--- config.mk ---
export PLATFORM = sky130hd
export DESIGN_NAME = serial_adder
export DESIGN_NICKNAME = d
export VERILOG_FILES = /design/src/rtl/serial_adder_pkg.sv /design/src/rtl/digit_adder.sv /design/src/rtl/serial_adder.sv
export SDC_FILE = /design/constraint.sdc
export NUM_CORES = 1
export LEC_CHECK = 0
export BUFFER_PORTS_ARGS = -buffer_cell sky130_fd_sc_hd__buf_2
export CORE_ASPECT_RATIO = 1.4
export CORE_MARGIN = 10
export CORE_UTILIZATION = 43
export CTS_BUF_LIST = sky130_fd_sc_hd__clkbuf_4 sky130_fd_sc_hd__clkbuf_8
export DETAILED_ROUTE_END_ITERATION = 8
export HOLD_SLACK_MARGIN = 0.1
export MAX_ROUTING_LAYER = met4
export PLACE_DENSITY = 0.73
export SYNTH_ARGS = -nofsm -noshare
export SYNTH_HDL_FRONTEND = slang
export SYNTH_SLANG_ARGS = --single-unit
--- constraint.sdc ---
create_clock -name clk -period 1.4 [get_ports clk]
set_clock_uncertainty 0.1 [all_clocks]
set_input_delay 0.42 -clock clk [delete_from_list [all_inputs] [get_ports clk]]
set_output_delay 0.42 -clock clk [all_outputs]
set_load 0.005 [all_outputs]
--- src/rtl/serial_adder_pkg.sv ---
// Shared types and helpers for the digit-serial adder.
package serial_adder_pkg;

  typedef enum logic [1:0] {
    IDLE = 2'd0,
    RUN  = 2'd1,
    DONE = 2'd2
  } sa_state_t;

  // Counter width for n steps, never narrower than one bit.
  function automatic int cnt_width(input int n);
    return (n > 1) ? $clog2(n) : 1;
  endfunction

endpackage

--- src/rtl/digit_adder.sv ---
// Combinational DIGIT-bit ripple adder made of 1-bit full-adder cells.
module digit_adder #(
  parameter int DIGIT = 1
) (
  input  logic [DIGIT-1:0] a,
  input  logic [DIGIT-1:0] b,
  input  logic             cin,
  output logic [DIGIT-1:0] s,
  output logic             cout,
  output logic             msb_cin
);

  logic [DIGIT:0] c;

  assign c[0] = cin;

  for (genvar i = 0; i < DIGIT; i++) begin : g_fa
    assign s[i]     = a[i] ^ b[i] ^ c[i];
    assign c[i + 1] = (a[i] & b[i]) | (c[i] & (a[i] ^ b[i]));
  end

  assign cout    = c[DIGIT];
  // Carry into the top bit of this digit; on the last digit it feeds signed overflow.
  assign msb_cin = c[DIGIT - 1];

endmodule

--- src/rtl/serial_adder.sv ---
// Multi-cycle adder: a + b + cin over WIDTH bits, DIGIT bits per clock, valid/ready on both sides.
module serial_adder
  import serial_adder_pkg::*;
#(
  parameter int WIDTH  = 8,
  parameter int DIGIT  = 1,
  parameter bit SIGNED = 1'b0
) (
  input  logic             clk,
  input  logic             rst,
  input  logic             in_valid,
  output logic             in_ready,
  input  logic [WIDTH-1:0] a,
  input  logic [WIDTH-1:0] b,
  input  logic             cin,
  output logic             out_valid,
  input  logic             out_ready,
  output logic [WIDTH-1:0] sum,
  output logic             carry,
  output logic             overflow,
  output logic             busy
);

  localparam int N  = WIDTH / DIGIT;
  localparam int CW = cnt_width(N);

  if (DIGIT < 1 || (WIDTH % DIGIT) != 0) begin : g_bad_params
    $error("serial_adder: DIGIT must be >= 1 and divide WIDTH");
  end

  sa_state_t         state;
  logic [WIDTH-1:0]  a_q;
  logic [WIDTH-1:0]  b_q;
  logic [WIDTH-1:0]  res_q;
  logic              c_q;
  logic [CW-1:0]     cnt;

  logic [DIGIT-1:0]       d_s;
  logic                   d_cout;
  logic                   d_msb_cin;
  logic [WIDTH+DIGIT-1:0] res_cat;
  logic [WIDTH-1:0]       res_next;

  digit_adder #(.DIGIT(DIGIT)) u_digit (
    .a       (a_q[DIGIT-1:0]),
    .b       (b_q[DIGIT-1:0]),
    .cin     (c_q),
    .s       (d_s),
    .cout    (d_cout),
    .msb_cin (d_msb_cin)
  );

  // New digit enters at the MSB end; the concatenation keeps the slice legal when DIGIT == WIDTH.
  assign res_cat  = {d_s, res_q};
  assign res_next = res_cat[WIDTH+DIGIT-1:DIGIT];

  // Handshake semantics: a transfer happens on a rising edge where valid && ready;
  // valid holds its payload until then, and ready never depends on valid.
  always_ff @(posedge clk) begin
    if (rst) begin
      state     <= IDLE;
      in_ready  <= 1'b1;
      out_valid <= 1'b0;
      busy      <= 1'b0;
      sum       <= '0;
      carry     <= 1'b0;
      overflow  <= 1'b0;
      a_q       <= '0;
      b_q       <= '0;
      res_q     <= '0;
      c_q       <= 1'b0;
      cnt       <= '0;
    end else begin
      case (state)
        IDLE: begin
          if (in_valid) begin
            a_q      <= a;
            b_q      <= b;
            c_q      <= cin;
            res_q    <= '0;
            cnt      <= '0;
            state    <= RUN;
            in_ready <= 1'b0;
            busy     <= 1'b1;
          end
        end
        RUN: begin
          a_q   <= a_q >> DIGIT;
          b_q   <= b_q >> DIGIT;
          c_q   <= d_cout;
          res_q <= res_next;
          cnt   <= cnt + CW'(1);
          if (cnt == CW'(N - 1)) begin
            state     <= DONE;
            out_valid <= 1'b1;
            sum       <= res_next;
            carry     <= d_cout;
            overflow  <= SIGNED ? (d_msb_cin ^ d_cout) : d_cout;
          end
        end
        DONE: begin
          if (out_ready) begin
            state     <= IDLE;
            out_valid <= 1'b0;
            busy      <= 1'b0;
            in_ready  <= 1'b1;
          end
        end
        default: begin
          state     <= IDLE;
          in_ready  <= 1'b1;
          out_valid <= 1'b0;
          busy      <= 1'b0;
        end
      endcase
    end
  end

endmodule
==> run_results.csv, run 1 <==
group,metric,value,unit
place,gp_congestion,0.750,
detailed_routing,via_count,1399,
floorplan,fp.dieH,93.5,um
layout,layout_commonest_cell,"dfxtp_1",
worst_setup_path,regToRegStartpoint,"state[1]",
worst_setup_path,path_max_fanout,13,
detailed_routing,dr.first_iter.drc_count,88,
clocking,cts_max_level,2,
worst_hold_path,hold_depth,3,
worst_setup_path,crit_top_cell,"buf_4",
power_and_ir_drop,clockPowerShare,0.388,
floorplan,start_util,0.451,
floorplan,die_x,72.5,um
layout,nNetsFinal,243,
run_status,status,"complete, no violations",
detailed_routing,drc,0,
worst_setup_path,r2r_slack,0.04,ns
timing,max_clock_freq,738,MHz
yosys,ys_warn_count,0,
worst_hold_path,worst_hold_path.endpoint,"b_q[7]",
power_and_ir_drop,netSwitchingFraction,0.223,
layout,final_cell_mix,"dfxtp_1, buf_2, a21oi_1",
power_and_ir_drop,p_sw,567,uW
detailed_routing,first_pass_iters,4,
clocking,clock_sinks,41,
yosys,ys_types,25,
power_and_ir_drop,ir_worst_vdd,0.821,mV
layout,drive_gt1_frac,0.314,
floorplan,row_count,26,
layout,area_delta_synth_final,28.4,%
yosys,synth_area,1660,um2
worst_setup_path,critPathBufInv,2,
yosys,synth-edff-count,0,
grt,antenna_found_initial,0,
detailed_routing,vias_per_cell,5.34,
detailed_routing,wl_per_cell,15.3,um
power_and_ir_drop,leakage,0.000902,uW
grt,overflow,0,
clocking,insertion_delay,0.29,ns
clocking,hold_buffers,0,
power_and_ir_drop,p_per_area,1190,nW/um2
floorplan,coreArea,3680,um2
power_and_ir_drop,share_seq_of_total_power,0.497,
worst_setup_path,cp-end-kind,"register",
yosys,synth_seq_cells,41,
clocking,tritoncts.num_buffers,5,
power_and_ir_drop,p_total,2540,uW
run,drv_cap,0,
worst_hold_path,worstHoldPathType,"input pin to register",
worst_setup_path,critical-path-max-stage-delay,0.34,ns
clocking,clkSlewWorstSetupHoldPaths,0.07,ns
timing,worst_pin_slew,0.440,ns
power_and_ir_drop,internal_power,1970,uW
detailed_routing,met1_length,1740,um
yosys,syn_nets,202,
worst_setup_path,critPathTopFamily,"compound AO/OA/AOI/OAI gates",
worst_setup_path,crit_required,1.48,ns
floorplan,die_area,6770,um2
detailed_routing,met2WireLength,2040,um
yosys,synth_ff_type,"dfxtp_1",
worst_setup_path,cp.arrival,1.44,ns
clocking,cts_root_buf,"clkbuf_8",
timing,setup_violations,0,
worst_setup_path,slowest_stage,"dfxtp_1",
yosys,syn_inst,178,
yosys,async_flop_share,0,
floorplan,io_pins,34,
timing,layout_min_cycle_time,1.36,ns
worst_setup_path,crit_path_start_kind,"register",
detailed_routing,dr_wl_met3,160,um
grt,grt_max_degree,24,
worst_hold_path,hp-start,"b[7]",
clocking,cts_max_path_buffers,2,
yosys,ys_seq_area_frac,0.495,
detailed_routing,routed_wl,4000,um
timing,fin_crit_sh,0.968,
timing,setup_tns,0,ns
worst_setup_path,path_cells,"buf_4 > o21bai_1 > buf_4 > a22oi_1 > nor2_1",
layout,antenna_cells,0,
grt,grtUsageTotal,0.117,
place,post-dp-hpwl,2690,um
worst_setup_path,r2r_end,"res_q[7]",
grt,grt_pass1_vias,1381,
power_and_ir_drop,comb_power_share,0.115,
timing,hold_viol_final,0,
place,io_buffer_count,33,
timing,maxSlewHeadroom,0.706,
yosys,avgSynthCellArea,9.31,um2
clocking,cts_tree,"yes",
worst_setup_path,r2r_cells,5,
detailed_routing,maxUsedRoutingLayer,"met4",
detailed_routing,postRouteAntennaNets,0,
worst_setup_path,crit_type,"register to register",
timing,slew_viol_final,0,
grt,grt_pass1_wl,6330,um
[state kept, by name, summed over array words and instances (netlist names), 2 cells and up]
signal,cells
cnt,3
a_q,8
sum,8
b_q,8
state,2
res_q,7
[per-layer routing]
metal | up-vias | global-route usage
li1 | 704 | -
met1 | 667 | 0.126
met2 | 21 | 0.193
met3 | 7 | 0.0423
met4 | 0 | 0.0413
met5 | - | -
[cell usage after synthesis (all sizes together) (2+ instances only)]
cell    number  area [um2]
dfxtp       41         821
a22oi       11        82.6
a21oi       27         135
nand2       10        37.5
o221a       15         169
o21bai       2        15.0
clkbuf       6        22.5
mux2i        2        20.0
buf         11        76.3
inv         16        60.1
nor2        17        63.8
nand3        8        40.0
ha           2        25.0
[stage by stage]
step | hold slack [ns] | area, um2 | setup WS [ns] | cells | util
floorplan | 0.344 | 1660 | -0.0193 | 178 | -
global placement | 0.338 | 1940 | -0.345 | 252 | 0.527
detailed placement | 0.343 | 1940 | -0.435 | 252 | 0.527
CTS | 0.262 | 2080 | 0.0184 | 260 | 0.566
global route | 0.283 | 2130 | -0.0269 | 262 | 0.579
finish | 0.269 | 2130 | 0.0441 | 262 | 0.579
[what timing repair did]
action	4_1_cts	5_1_grt
pin swaps	0	1
resized for setup	5	8
setup endpoints to repair	24	26
buffers inserted	0	2
[power by group through the flow]
stage,sequential [uW],combinational [uW],clock [uW]
detailed placement,1280,276,0
global placement,1280,267,0
floorplan,1280,178,0
finish,1260,292,986
global route,1270,327,1060
CTS,1260,279,1010
[worst max path at each step]
stage / endpoint / startpoint / slack [ns] / cells past startpoint
after global placement: b_q[0] / in_valid / -0.34 / 4
after detailed placement: a_q[3] / in_valid / -0.44 / 4
after global routing: res_q[7] / state[1] / -0.03 / 5
after floorplan: a_q[0] / state[0] / -0.02 / 6
final: res_q[7] / state[1] / 0.04 / 5
after CTS: overflow / cnt[0] / 0.02 / 6
[final cells by class]
type / count / area, um2
timing repair buffer: 51 / 342
clock buffer: 7 / 90.1
clock inverter: 1 / 30.0
fill: 325 / 1550
sequential: 41 / 823
tap: 42 / 52.6
inverter: 16 / 60.1
multi-input combinational: 104 / 731
[tightest hold or removal path: cells and delay by family]
kind | cells | cell delay [ns]
simple gates | 1 | 0.08
buf+inv | 1 | 0.07
compound gates | 1 | 0.05
[kinds of logic (layout without fill, tap and decap cells)]
logic type,count (synthesis),after routing,share of synthesized area
DFF,41,41,0.495
muxes,2,2,0.0121
AOI/OAI and AO/OA,58,58,0.257
adders and majority gates,3,3,0.0272
buffers and inverters,33,75,0.0958
and+or+nand+nor,41,41,0.113
(Power assumes the default switching activity.)
==> run 2: changes to the inputs <==
--- a/config.mk
+++ b/config.mk
@@ -9,7 +9,6 @@
 export CORE_ASPECT_RATIO = 1.4
 export CORE_MARGIN = 10
 export CORE_UTILIZATION = 43
-export CTS_BUF_LIST = sky130_fd_sc_hd__clkbuf_4 sky130_fd_sc_hd__clkbuf_8
 export DETAILED_ROUTE_END_ITERATION = 8
 export HOLD_SLACK_MARGIN = 0.1
 export MAX_ROUTING_LAYER = met4
==> run 2 against run 1 <==
  * Combinational power is 2% lower
  * Flip-flop and latch count stayed put
  * Via count decreased by 1.9%
  * Global-route usage stayed put
  * Routed wire length shrank 4.0%
  * Die area unchanged
  * Sequential share of layout area increased by 0.34 points
  * Critical path type unchanged
  * Critical endpoint is now a_q[3]
  * Largest cell class unchanged
==> run_results.csv, run 2 (synthesis gave the netlist of run 1 again) <==
group,metric,value,unit
floorplan,die_area,6770,um2
detailed_routing,first_pass_iters,4,
worst_hold_path,worstHoldPathType,"input pin to register",
place,gp_congestion,0.750,
worst_hold_path,worst_hold_path.endpoint,"a_q[7]",
detailed_routing,wl_per_cell,14.8,um
timing,fin_crit_sh,0.961,
layout,reg.largest.list,"a_q x8, b_q x8, sum x8",
run,drv_cap,0,
power_and_ir_drop,clockPowerShare,0.386,
grt,grt_pass1_wl,6320,um
grt,overflow,0,
timing,max_clock_freq,743,MHz
floorplan,io_pins,34,
detailed_routing,postRouteAntennaNets,0,
clocking,hold_buffers,0,
grt,grt_max_degree,24,
worst_setup_path,cp.arrival,1.42,ns
clocking,cts_root_buf,"clkbuf_8",
detailed_routing,drc,0,
timing,maxSlewHeadroom,0.699,
worst_setup_path,cp-end-kind,"register",
power_and_ir_drop,share_seq_of_total_power,0.500,
worst_setup_path,crit_type,"register to register",
layout,drive_gt1_frac,0.303,
detailed_routing,dr.first_iter.drc_count,74,
clocking,cts_max_path_buffers,2,
power_and_ir_drop,p_sw,571,uW
detailed_routing,vias_per_cell,5.28,
worst_setup_path,crit_path_start_kind,"register",
clocking,cts_max_level,2,
layout,finalNonFillerCells,260,
layout,fin_area,2110,um2
timing,slew_viol_final,0,
power_and_ir_drop,netSwitchingFraction,0.227,
detailed_routing,via_count,1372,
power_and_ir_drop,p_per_area,1200,nW/um2
layout,antenna_cells,0,
layout,final_cell_mix,"dfxtp_1, buf_2, a21oi_1",
clocking,post_cts_buffers,0,
timing,holdWs,0.268,ns
power_and_ir_drop,p_total,2520,uW
worst_hold_path,hp-start,"a[7]",
timing,hold_viol_final,0,
place,dp_slack,-0.435,ns
layout,area_delta_synth_final,27.2,%
floorplan,coreArea,3680,um2
clocking,cts_tree,"yes",
power_and_ir_drop,ir_worst_vdd,0.821,mV
grt,antenna_found_initial,0,
worst_setup_path,r2r_cells,4,
worst_setup_path,crit_required,1.47,ns
clocking,insertion_delay,0.29,ns
worst_setup_path,r2r_slack,0.05,ns
timing,worst_pin_slew,0.452,ns
clocking,clkSlewWorstSetupHoldPaths,0.08,ns
place,dp_cells,252,
worst_hold_path,hold_depth,3,
layout,nNetsFinal,241,
timing,setup_ws,0.0544,ns
place,placed_area,1940,um2
layout,final.fill_count,326,
worst_setup_path,r2r_end,"a_q[3]",
place,post-dp-hpwl,2690,um
detailed_routing,routed_wl,3840,um
timing,setup_violations,0,
power_and_ir_drop,leakage,0.000887,uW
layout,layout_commonest_cell,"dfxtp_1",
grt,grtUsageTotal,0.117,
floorplan,die_x,72.5,um
floorplan,row_count,26,
place,io_buffer_count,33,
timing,grt_setup_unrepaired,"yes",
floorplan,start_util,0.451,
worst_setup_path,regToRegStartpoint,"state[1]",
power_and_ir_drop,comb_power_share,0.113,
power_and_ir_drop,internal_power,1950,uW
clocking,tritoncts.num_buffers,5,
grt,grt_pass1_vias,1372,
timing,layout_min_cycle_time,1.35,ns
floorplan,fp.dieH,93.5,um
run_status,status,"complete, no violations",
clocking,clock_sinks,41,
worst_setup_path,path_max_fanout,15,
layout,multi_input_area,731,um2
layout,seq_area,823,um2
## run 2: cell count changes in the layout (fill, tap and decap cells not counted)
cell and change:
buf_4 -2, clkbuf_1 +1, clkbuf_4 -1
## run 2: worst max path at each step
stage / end / from / slack (ns) / depth (start not counted)
after floorplan: a_q[0] / state[0] / -0.02 / 6
after global placement: b_q[0] / in_valid / -0.34 / 4
after detailed placement: a_q[3] / in_valid / -0.44 / 4
after CTS: overflow / cnt[0] / 0.02 / 6
after global routing: cnt[2] / state[1] / -0.02 / 5
final: a_q[3] / state[1] / 0.05 / 4
## run 2: what timing repair did
item / CTS / global route
setup endpoints to repair: 24 / 26
pin swaps: 0 / 1
endpoints found under the hold margin: 0 / 0
gates resized for setup: 5 / 8
## run 2: layer usage
layer | part of all wire | vias up | global-route usage
li1 | - | 697 | -
met1 | 0.43 | 637 | 0.125
met2 | 0.50 | 30 | 0.194
met3 | 0.052 | 8 | 0.0423
met4 | 0.016 | 0 | 0.0397
met5 | 0 | - | -
## run 2: area by class of cell
cell class / count / share of cell area
sequential: 41 / 0.390
multi-input combinational: 104 / 0.346
timing repair buffer: 49 / 0.155
clock buffer: 7 / 0.0409
inverter: 16 / 0.0285
tap: 42 / 0.0249
clock inverter: 1 / 0.0142
## run 2: power groups by stage
stage                     Clock [uW]  Combinational, uW  Sequential [uW]
after CTS                        993                279             1260
after global routing            1040                321             1270
after floorplan                    0                178             1280
after global placement             0                267             1280
final                            974                286             1260
after detailed placement           0                276             1280
## run 2: critical path, stage by stage (launching register included)
cell	delay, ns
dfxtp_1	0.34
buf_4	0.17
or2_4	0.26
buf_12	0.15
o221a_1	0.21
## run 2: stage by stage
step | utilization | TNS [ns]
after global routing | 0.574 | -0.0322
after floorplan | - | -0.0388
after CTS | 0.565 | 0
after global placement | 0.527 | -5.16
after detailed placement | 0.527 | -6.45
final | 0.574 | 0
==> run 3: changes to the inputs <==
--- a/config.mk
+++ b/config.mk
@@ -5,14 +5,15 @@
 export SDC_FILE = /design/constraint.sdc
 export NUM_CORES = 1
 export LEC_CHECK = 0
-export BUFFER_PORTS_ARGS = -buffer_cell sky130_fd_sc_hd__buf_2
+export ABC_AREA = 1
+export BUFFER_PORTS_ARGS = -buffer_cell sky130_fd_sc_hd__buf_4
 export CORE_ASPECT_RATIO = 1.4
 export CORE_MARGIN = 10
 export CORE_UTILIZATION = 43
 export DETAILED_ROUTE_END_ITERATION = 8
 export HOLD_SLACK_MARGIN = 0.1
 export MAX_ROUTING_LAYER = met4
-export PLACE_DENSITY = 0.73
+export PLACE_DENSITY = 0.72
 export SYNTH_ARGS = -nofsm -noshare
 export SYNTH_HDL_FRONTEND = slang
 export SYNTH_SLANG_ARGS = --single-unit
==> run 3 against run 2 <==
  * Sequential power hardly changed
  * Total power down 3.3%
  * Synthesized cell count is 33% higher
  * Area after synthesis grew 7.5%
  * Largest power group unchanged
  * Cell area up 7.1%
  * Sequential share of layout area fell by 2.6 points
  * Global-route usage grew 0.17 points
  * Final cell count up 22%
  * Routed wire length shrank 0.21%
  * Fmax increased by 0.30%
  * Via count grew 14%
  * Largest cell class unchanged
==> run_results.csv, run 3 <==
group,metric,value,unit
run_status,status,"complete, no violations",
timing,fin_crit_sh,0.958,
detailed_routing,vias_per_cell,4.95,
power_and_ir_drop,p_total,2440,uW
layout,area_delta_synth_final,26.8,%
worst_setup_path,crit_path_start_kind,"register",
clocking,cts_root_buf,"clkbuf_8",
layout,antenna_cells,0,
detailed_routing,dr.first_iter.drc_count,97,
grt,grtUsageTotal,0.119,
yosys,syn_nets,260,
detailed_routing,routed_wl,3830,um
timing,setup_violations,0,
worst_setup_path,path_max_fanout,2,
clocking,insertion_delay,0.29,ns
yosys,async_flop_share,0,
grt,overflow,0,
yosys,synth_ff_type,"dfxtp_1",
yosys,syn_inst,236,
yosys,synth_top_cell_by_area,"dfxtp_1",
yosys,ys_types,24,
worst_setup_path,cp.arrival,1.43,ns
layout,final_cell_mix,"nand2_1, dfxtp_1, buf_4",
floorplan,start_util,0.447,
timing,holdWs,0.289,ns
floorplan,io_pins,34,
floorplan,die_area,7150,um2
power_and_ir_drop,share_seq_of_total_power,0.518,
clocking,cts_max_path_buffers,2,
floorplan,fp.dieH,96.2,um
worst_setup_path,cp-end-kind,"register",
grt,grt_pass1_vias,1493,
clocking,clkSlewWorstSetupHoldPaths,0.08,ns
power_and_ir_drop,p_sw,595,uW
floorplan,die_x,74.4,um
yosys,ys_seq_area_frac,0.461,
yosys,yosysTopAreaCellShare,0.461,
timing,layout_min_cycle_time,1.34,ns
clocking,cts_tree,"yes",
yosys,synth_common_cells,"nand2_1, dfxtp_1, a21oi_1",
grt,antenna_found_initial,0,
power_and_ir_drop,ir_worst_vdd,0.679,mV
detailed_routing,via_count,1570,
yosys,synth_seq_cells,41,
detailed_routing,first_pass_iters,4,
yosys,avgSynthCellArea,7.55,um2
clocking,tritoncts.num_buffers,5,
grt,grt_max_degree,24,
power_and_ir_drop,comb_power_share,0.141,
clocking,clock_sinks,41,
yosys,ys_warn_count,0,
timing,grt_setup_unrepaired,"no",
place,post-dp-hpwl,2760,um
clocking,hold_buffers,0,
worst_setup_path,crit_required,1.49,ns
worst_hold_path,worstHoldPathType,"input pin to register",
timing,maxSlewHeadroom,0.838,
floorplan,coreArea,3990,um2
yosys,yosysMostFrequentCell,"nand2_1",
clocking,cts.repair.resized,5,
timing,worst_pin_slew,0.242,ns
floorplan,row_count,27,
layout,drive_gt1_frac,0.263,
yosys,synth-edff-count,0,
timing,max_clock_freq,745,MHz
timing,hold_viol_final,0,
power_and_ir_drop,internal_power,1840,uW
grt,grt_pass1_wl,6570,um
power_and_ir_drop,clockPowerShare,0.341,
power_and_ir_drop,netSwitchingFraction,0.244,
layout,reg.largest.list,"a_q x8, b_q x8, sum x8",
yosys,synth_area,1780,um2
detailed_routing,wl_per_cell,12.1,um
detailed_routing,postRouteAntennaNets,0,
run,drv_cap,0,
power_and_ir_drop,p_per_area,1080,nW/um2
clocking,post_cts_buffers,0,
clocking,cts_max_level,2,
worst_setup_path,crit_type,"register to register",
place,dp_slack,-0.0622,ns
layout,layout_commonest_cell,"nand2_1",
layout,nNetsFinal,297,
timing,setup_ws,0.0584,ns
place,io_buffer_count,33,
timing,slew_viol_final,0,
power_and_ir_drop,leakage,0.00100,uW
detailed_routing,drc,0,
yosys,synth_area_leaders,"dfxtp_1, nand2_1, a21oi_1",
place,gp_congestion,0.807,
-- run 3: worst paths after layout --
path | start | to | slack, ns | depth (start not counted)
setup / recovery | c_q | c_q | 0.06 | 4
hold / removal | out_ready | in_ready | 0.29 | 3
setup reg to reg | c_q | c_q | 0.06 | 4
hold reg to reg | sum[0] | sum[0] | 0.36 | 2
-- run 3: power groups by stage --
stage / sequential [uW] / combinational, uW / clock [uW]
floorplan: 1280 / 216 / 0
global placement: 1280 / 332 / 0
detailed placement: 1290 / 337 / 0
CTS: 1260 / 345 / 859
global route: 1270 / 391 / 906
finish: 1260 / 344 / 831
-- run 3: layout make-up --
class / instances / area [um2]
Clock buffer: 7 / 96.3
Clock inverter: 1 / 5.00
Fill cell: 375 / 1730
Inverter: 22 / 82.6
Multi-Input combinational cell: 160 / 821
Sequential cell: 41 / 823
Tap cell: 43 / 53.8
Timing Repair Buffer: 43 / 377
-- run 3: routing by layer --
layer	GRT usage	share of wire	up-vias
met2	0.198	0.49	28
met3	0.0402	0.056	8
met1	0.121	0.43	711
met4	0.0585	0.021	0
met5	-	0	-
li1	-	-	823
-- run 3: stage by stage --
step	utilization	setup TNS, ns	cell area [um2]	std cells
CTS	0.562	0	2240	317
global route	0.567	0	2260	317
global placement	0.534	-0.00659	2130	309
detailed placement	0.534	-0.0622	2130	309
finish	0.567	0	2260	317
floorplan	-	0	1780	236
-- run 3: cells by family (layout without fill, tap and decap cells) --
group	after synthesis	after routing	synth area share
simple gates	97	97	0.240
compound gates	60	60	0.182
flops	41	41	0.461
buf+inv	35	73	0.0920
fa+ha+maj	3	3	0.0253
-- run 3: worst max-delay path, cell delays in order, from the launching register on --
cell and delay (ns):
dfxtp_2 0.34, fa_2 0.39, or2_4 0.26, a21oi_2 0.11
nor2_1 0.05
